==> config.mk <==
export PLATFORM = sky130hd
export DESIGN_NAME = uart_line_receiver
export DESIGN_NICKNAME = d
export VERILOG_FILES = /design/src/rtl/uart_line_receiver.sv
export SDC_FILE = /design/constraint.sdc
export NUM_CORES = 2
export LEC_CHECK = 0
export ABC_AREA = 1
export ABC_CLOCK_PERIOD_IN_PS = 5100
export BUFFER_PORTS_ARGS = -buffer_cell sky130_fd_sc_hd__clkbuf_2
export CAP_MARGIN = 20
export CORE_AREA = 2 2 405 407
export DETAILED_ROUTE_END_ITERATION = 10
export DIE_AREA = 0 0 407 409
export PLACE_DENSITY = 0.88
export SLEW_MARGIN = 10
export SYNTH_ARGS = -nofsm -noshare
export SYNTH_HDL_FRONTEND = slang
export SYNTH_SLANG_ARGS = --single-unit
==> constraint.sdc <==
create_clock -name sys_clk -period 5.1 [get_ports sys_clk]
set_input_delay 1.02 -clock sys_clk [delete_from_list [all_inputs] [get_ports sys_clk]]
set_output_delay 1.02 -clock sys_clk [all_outputs]
set_load 0.005 [all_outputs]
==> src/rtl/uart_line_receiver.sv <==
// Line framer: gathers received UART bytes into a working buffer and publishes a frame
// on CR LF, on buffer full or after the line has been idle for IDLE_CHARS character times.
module uart_line_receiver #(
    parameter int CLK_FREQ   = 50_000_000,
    parameter int BAUD_RATE  = 115_200,
    parameter int MAX_LEN    = 128,
    parameter int IDLE_CHARS = 4
) (
    input  logic                 sys_clk,
    input  logic                 sys_rst_n,
    input  logic [7:0]           rx_data,
    input  logic                 rx_valid,
    output logic [MAX_LEN*8-1:0] rx_string,
    output logic [7:0]           rx_length,
    output logic [1:0]           rx_cause,
    output logic                 rx_busy,
    output logic                 rx_done
);

    localparam int TIMEOUT_CYC = (CLK_FREQ / BAUD_RATE) * 10 * IDLE_CHARS;
    localparam int IDLE_W      = $clog2(TIMEOUT_CYC + 1);

    localparam logic [7:0] CHAR_CR = 8'h0D;
    localparam logic [7:0] CHAR_LF = 8'h0A;

    localparam logic [1:0] CAUSE_CRLF = 2'b00;
    localparam logic [1:0] CAUSE_IDLE = 2'b01;
    localparam logic [1:0] CAUSE_FULL = 2'b10;

    typedef enum logic [1:0] {
        S_IDLE,
        S_RECV,
        S_DONE
    } state_t;

    state_t               state_q, state_d;
    logic [MAX_LEN*8-1:0] buf_q, buf_d;
    logic [MAX_LEN*8-1:0] wr_buf;
    logic [MAX_LEN*8-1:0] pub_str;
    logic [7:0]           count_q, count_d;
    logic                 cr_q, cr_d;
    logic [IDLE_W-1:0]    idle_q, idle_d;
    logic                 wr_en;
    logic                 crlf_hit;
    logic                 pub_en;
    logic [7:0]           pub_len;
    logic [1:0]           pub_cause;

    logic [MAX_LEN*8-1:0] rx_string_q;
    logic [7:0]           rx_length_q;
    logic [1:0]           rx_cause_q;

    // count_q is 0 outside RECV, so the write lane is always selected by count_q.
    assign crlf_hit = (state_q == S_RECV) && (rx_data == CHAR_LF) && cr_q;
    assign wr_en    = rx_valid && !crlf_hit;

    // Frame published from wr_buf masked to pub_len: drops the CR slot and unused bytes.
    for (genvar gi = 0; gi < MAX_LEN; gi++) begin : g_lane
        assign wr_buf[gi*8 +: 8]  = (wr_en && (count_q == 8'(gi))) ? rx_data : buf_q[gi*8 +: 8];
        assign pub_str[gi*8 +: 8] = (8'(gi) < pub_len) ? wr_buf[gi*8 +: 8] : 8'h00;
    end

    always_comb begin
        state_d   = state_q;
        buf_d     = wr_buf;
        count_d   = count_q;
        cr_d      = cr_q;
        idle_d    = idle_q;
        pub_en    = 1'b0;
        pub_len   = count_q;
        pub_cause = CAUSE_CRLF;

        case (state_q)
            S_IDLE, S_DONE: begin
                state_d = S_IDLE;
                idle_d  = '0;
                if (rx_valid) begin
                    count_d = 8'd1;
                    cr_d    = (rx_data == CHAR_CR);
                    state_d = S_RECV;
                end
            end

            S_RECV: begin
                if (rx_valid) begin
                    idle_d = '0;
                    if (crlf_hit) begin
                        buf_d   = '0;
                        count_d = 8'd0;
                        cr_d    = 1'b0;
                        if (count_q != 8'd1) begin
                            pub_en    = 1'b1;
                            pub_len   = count_q - 8'd1;
                            pub_cause = CAUSE_CRLF;
                            state_d   = S_DONE;
                        end else begin
                            state_d = S_IDLE;
                        end
                    end else if (count_q + 8'd1 == 8'(MAX_LEN)) begin
                        pub_en    = 1'b1;
                        pub_len   = count_q + 8'd1;
                        pub_cause = CAUSE_FULL;
                        buf_d     = '0;
                        count_d   = 8'd0;
                        cr_d      = 1'b0;
                        state_d   = S_DONE;
                    end else begin
                        count_d = count_q + 8'd1;
                        cr_d    = (rx_data == CHAR_CR);
                    end
                end else if (idle_q == IDLE_W'(TIMEOUT_CYC - 1)) begin
                    pub_en    = 1'b1;
                    pub_len   = count_q;
                    pub_cause = CAUSE_IDLE;
                    buf_d     = '0;
                    count_d   = 8'd0;
                    cr_d      = 1'b0;
                    idle_d    = '0;
                    state_d   = S_DONE;
                end else begin
                    idle_d = idle_q + 1'b1;
                end
            end

            default: begin
                state_d = S_IDLE;
                buf_d   = '0;
                count_d = 8'd0;
                cr_d    = 1'b0;
                idle_d  = '0;
            end
        endcase
    end

    always_ff @(posedge sys_clk or negedge sys_rst_n) begin
        if (!sys_rst_n) begin
            state_q     <= S_IDLE;
            buf_q       <= '0;
            count_q     <= 8'd0;
            cr_q        <= 1'b0;
            idle_q      <= '0;
            rx_string_q <= '0;
            rx_length_q <= 8'd0;
            rx_cause_q  <= 2'b00;
        end else begin
            state_q <= state_d;
            buf_q   <= buf_d;
            count_q <= count_d;
            cr_q    <= cr_d;
            idle_q  <= idle_d;
            if (pub_en) begin
                rx_string_q <= pub_str;
                rx_length_q <= pub_len;
                rx_cause_q  <= pub_cause;
            end
        end
    end

    assign rx_string = rx_string_q;
    assign rx_length = rx_length_q;
    assign rx_cause  = rx_cause_q;
    assign rx_busy   = (state_q == S_RECV);
    assign rx_done   = (state_q == S_DONE);

endmodule
## Word-level counts from Yosys, hierarchy flattened

Cells that the tools add are included.

- Flip-flop bits (word level): 2,084
- Bits of input ports: 11
- Output and inout bits: 1,036
- Word-level logic and storage cells: 712

- Reductions and logical operators: 137
- Mux-type cells: 299
- Eq/ne operators: 137
- Add/subtract/negate cells: 3
- Magnitude comparators: 128

Operators with widths:

| kind | count |
|---|---|
| two-way mux 1024 bit | 4 |
| two-way mux 8 bit | 266 |
| case mux 1024 bit (2 select lines) | 1 |
| equality test 8 x 7 -> 1 bit (second input constant) | 64 |
| less-than comparator 7 x 8 -> 1 bit (first input constant) | 64 |
| equality test 8 x 6 -> 1 bit (second input constant) | 32 |
| less-than comparator 6 x 8 -> 1 bit (first input constant) | 32 |
| logical AND 1 bit | 131 |
| equality test 8 x 5 -> 1 bit (second input constant) | 16 |
| less-than comparator 5 x 8 -> 1 bit (first input constant) | 16 |
| equality test 8 x 4 -> 1 bit (second input constant) | 10 |
| less-than comparator 4 x 8 -> 1 bit (first input constant) | 8 |
| two-way mux 15 bit | 3 |
| equality test 8 x 3 -> 1 bit (second input constant) | 4 |
| less-than comparator 3 x 8 -> 1 bit (first input constant) | 4 |
| two-way mux 2 bit | 9 |
| equality test 8 x 2 -> 1 bit (second input constant) | 2 |
| less-than comparator 1 x 8 -> 1 bit (first input constant) | 2 |
| less-than comparator 2 x 8 -> 1 bit (first input constant) | 2 |
| case mux 8 bit (2 select lines) | 1 |
| adder 15 x 1 -> 15 bit (second input constant) | 1 |
| equality test 15 bit (second input constant) | 1 |
| two-way mux 1 bit | 13 |
| adder 8 x 1 -> 8 bit (second input constant) | 1 |
| other kinds (16) | 17 |

## Logic depth before layout (Yosys ltp)

- Depth after elaboration: 11
- Mapped depth: 19
- Gate-level depth less buffers: 17

## Worst setup path before layout

OpenSTA, ideal clock, no wires.

- Kind: input to register
- Start point: input rx_data[6]
- End point: register rx_string_q[968], in the netlist rx_string[968]
- Data required time: 4,974 ps
- Stages on the path: 13
- Arrival time: 2,911 ps
- Slack: 2,063 ps
- Library setup time: 126 ps
- Path buffers: 1
- Cells stage by stage: inv_1 -> nand4_1 -> nor2_4 -> nor2_1 -> nand4_2 -> nand3_1 -> nor2_4 -> nand2_4 -> nor2_1 -> buf_4 -> nand2_1 -> nand2_1 -> o21ai_0

- Word-level cells in the longest chain between the ends: 8
- Elaborated cells on any way between the ends: 15
- Those cells by class: 1 x order compare; 1 x eq/ne; 8 x mux; 5 x reduce/logical

Ends and longest elaborated chain:

| what | line | RTL |
|---|---|---|
| start: declaration | 11 | `input logic [7:0] rx_data,` |
| equality test 8 x 4 -> 1 bit (*) | 54 | `assign crlf_hit = (state_q == S_RECV) && (rx_data == CHAR_LF) && cr_q;` |
| logical AND 1 bit (*) (2 in series) | 54 |  |
| two-way mux 8 bit or logical NOT 1 bit (tied branches) | 87, 55 |  |
| two-way mux 8 bit or logical AND 1 bit (tied branches) | 85, 55 |  |
| two-way mux 8 bit or logical AND 1 bit (tied branches) | 73, 59 |  |
| less-than comparator 7 x 8 -> 1 bit or two-way mux 8 bit (tied branches) | 60, 59 |  |
| two-way mux 8 bit | 60 | `assign pub_str[gi*8 +: 8] = (8'(gi) < pub_len) ? wr_buf[gi*8 +: 8] : 8'h00;` |
| end signal: assignment | 152 | `rx_string_q <= pub_str;` |
| end: declaration | 49 | `logic [MAX_LEN*8-1:0] rx_string_q;` |

Mark *: on every way between the ends. The rest lies on a longest branch, timed or not.
A chain may end at the register's enable or synchronous reset.

## Final worst setup path

- Start point: register count_q[0]
- End point: register rx_string_q[421], in the netlist rx_string[421]

- Word-level cells in the longest chain between the ends: 8
- Elaborated cells on any way between the ends: 19
- Those cells by class: 2 x add/sub; 1 x order compare; 3 x eq/ne; 12 x mux; 1 x reduce/logical

Ends and longest elaborated chain:

| what | line | RTL |
|---|---|---|
| start: declaration | 40 | `logic [7:0] count_q, count_d;` |
| start signal: assignment | 148 | `count_q <= count_d;` |
| adder 8 x 1 -> 8 bit | 99, 101 |  |
| equality test 8 bit | 99 | `end else if (count_q + 8'd1 == 8'(MAX_LEN)) begin` |
| two-way mux 8 bit | 99 |  |
| two-way mux 8 bit | 87 | `if (crlf_hit) begin` |
| two-way mux 8 bit | 85 | `if (rx_valid) begin` |
| two-way mux 8 bit | 73 | `case (state_q)` |
| less-than comparator 6 x 8 -> 1 bit | 60 |  |
| two-way mux 8 bit | 60 |  |

Parallel ways exist; a longest one is shown, timed or not.

==> results_dict.tcl <==
set metrics [dict create \
    cp-startpoint "count_q[0]" \
    ys_ff_latch 2084 \
    drive_gt1_frac 0.155 \
    period_minus_slack_ns 4.72 \
    drt-total-wl_um 325000 \
    fin_util 0.647 \
    post_drt_wl_per_cell_um 23.0 \
    h-tree-depth 4 \
    ios 1047 \
    final_nets 11800 \
    cts_made_buffers 204 \
    crit_end "rx_string[421]" \
    ys_types 43 \
    dp_hpwl_um 210000 \
    post_cts_resized 0 \
    crit_type "register to register" \
    mostFrequentLayoutCell "nand2_1" \
    grt_max_degree 154 \
    drc_errors 2 \
    path_clk_slew_ns 0.06 \
    coreArea_mm2 0.162 \
    final_cells 14100 \
    layout_common_cells "nand2_1 (3508), dfrtp_1 (2084), nor2_1 (1354)" \
    leakagePower_nw 54.6 \
    hold_violations 0 \
    setup_viol 0 \
    dr.pass1.iters 11 \
    grt_pass1_wl_um 482000 \
    slew_violations 0 \
    synth_nets 11000 \
    root_buffer "clkbuf_16" \
    worst-r2r-cell-count 13 \
    power_density_mw_per_mm2 352 \
    fin_area_mm2 0.105 \
    ys_seq_area_frac 0.577 \
    rsz0062_at_grt "false" \
    first_global_vias 78900 \
    via_count 80900 \
    crit_path_end_kind "register" \
    violations "DRC" \
    clk_latency_ns 0.89 \
    fin_crit_sh 0.926 \
    final.setup.tns_ns 0 \
    async_flop_share 1.00 \
    cts_setup_buffers 0 \
    cts_tree "built" \
    final.setup_skew_ns 0.0409 \
    status "finished with violations" \
    cp-start-kind "register" \
    worstPathMaxFanout 30 \
    relSlewSlack 0.196 \
    worst_ep_arrival_time_ns 5.47 \
    overflow 0 \
    area_delta_synth_final_pct 16.0 \
    grt.total_usage 0.386 \
    port-buffer-count 1046 \
    dieArea_mm2 0.166 \
    vias_per_cell 5.74 \
    drtIter0Drc 9581 \
    yosys_most_used_dff "dfrtp_1" \
    placed_cells 13700 \
    clk_path_buf_depth 3 \
    yosysWarnings 0 \
    fmax_mhz 212 \
    synth_edf_count 0 \
    syn_avg_cell_area_um2 8.23 \
    rr_startpoint "count_q[0]" \
    r2r_end "rx_string[421]" \
    layout_setup_ws_ns 0.377 \
    ant_nets 0 \
    dpl_cell_area_mm2 0.0979 \
    worstMarginPinSlew_ns 1.20 \
    cap_violations 0 \
    hp-class "primary input to async pin" \
    antenna_found_initial 13 \
    clkSinkCount 2084 \
    gp_congestion 0.954 \
    required_ns 5.84 \
    ir_drop_uv 374 \
    rows 148 \
    synthCells 11000 \
    cts_hold_buf 0 \
    fp.dieH_um 409 \
    r2r_setup_slack_ns 0.38 \
    syn_area_mm2 0.0903 \
    start_util 0.558 \
    post-place-ws_ns 0.227 \
    die-width_um 407 \
]
==> Yosys cell counts, types with 46 or more instances <==
library cell  instances  area share
nand4_1              69      0.0048
dfrtp_1            2084        0.58
o21ai_0            1031       0.057
nand2_1            3509        0.15
o21ai_1              46      0.0025
or2_2               198       0.014
a21oi_1             290       0.016
nand3_1             199       0.011
nor2_1             1365       0.057
nand3b_1            401       0.033
buf_2                77      0.0043
clkbuf_1            526       0.022
inv_1               983       0.041
==> per-layer routing <==
metal	GRT usage	wire length, um
met1	0.488	116000
met2	0.563	140000
met3	0.105	38300
met4	0.298	30000
met5	0	76
==> worst min-delay path by stage <==
stage	start	end	slack [ns]	cells past startpoint
6_report	sys_rst_n	buf_q[381]	0.21	1
5_1_grt	sys_rst_n	buf_q[380]	0.23	1
4_1_cts	sys_rst_n	buf_q[380]	0.19	1
3_5_place_dp	rx_string[737]	rx_string[737]	0.46	2
3_3_place_gp	idle_q[0]	idle_q[0]	0.45	1
2_1_floorplan	idle_q[0]	idle_q[0]	0.43	1
==> power by group <==
part / total, mW / switching [mW] / internal (mW)
registers: 16.8 / 0.0801 / 16.7
clock network: 15.4 / 6.70 / 8.73
logic: 4.68 / 3.98 / 0.707
==> final cells by class <==
| cell class | instances | area (um2) |
|---|---|---|
| antenna | 7 | 17.5 |
| clock buffer | 308 | 6060 |
| clock inverter | 59 | 795 |
| fill | 12300 | 57200 |
| inverter | 998 | 3800 |
| multi-input combinational | 7240 | 31900 |
| sequential | 2084 | 52200 |
| tap | 2175 | 2720 |
| timing repair buffer | 1232 | 7350 |
==> flip-flops by register name (all words and copies together) (netlist names) <==
name / count
rx_cause: 2
rx_string: 1024
state_q: 2
buf_q: 1024
cr_q: 1
rx_length: 8
idle_q: 15
count_q: 8
==> critical path, cell delays in order (launching register included) <==
cell     delay, ns
dfrtp_1       0.52
ha_1          0.33
nand3_1       0.17
nor2_1        0.22
xor2_2        0.26
nand3_2       0.18
nand2_1       0.15
nand2_4       0.11
a21oi_4       0.30
nand2_4       0.37
nor2_1        0.85
nand3_1       0.80
nand3_1       0.24
nand2_1       0.08
==> cells by family (layout without fill, tap and decap cells) <==
kind of cell,Yosys count,after routing,share of synthesized area
simple gates,5835,5835,0.273
flops,2084,2084,0.577
buf+inv,1652,2597,0.0702
compound gates,1392,1392,0.0780
fa+ha+maj,7,7,0.000969
xor+xnor,6,6,0.000665
other cells,0,7,0
==> stage by stage <==
stage	hold WS, ns	total power, mW
6_report	0.209	36.9
5_1_grt	0.229	37.8
4_1_cts	0.194	36.7
3_5_place_dp	0.465	21.6
3_3_place_gp	0.447	21.5
2_1_floorplan	0.433	19.3
Power figures use the tool's default switching activity.
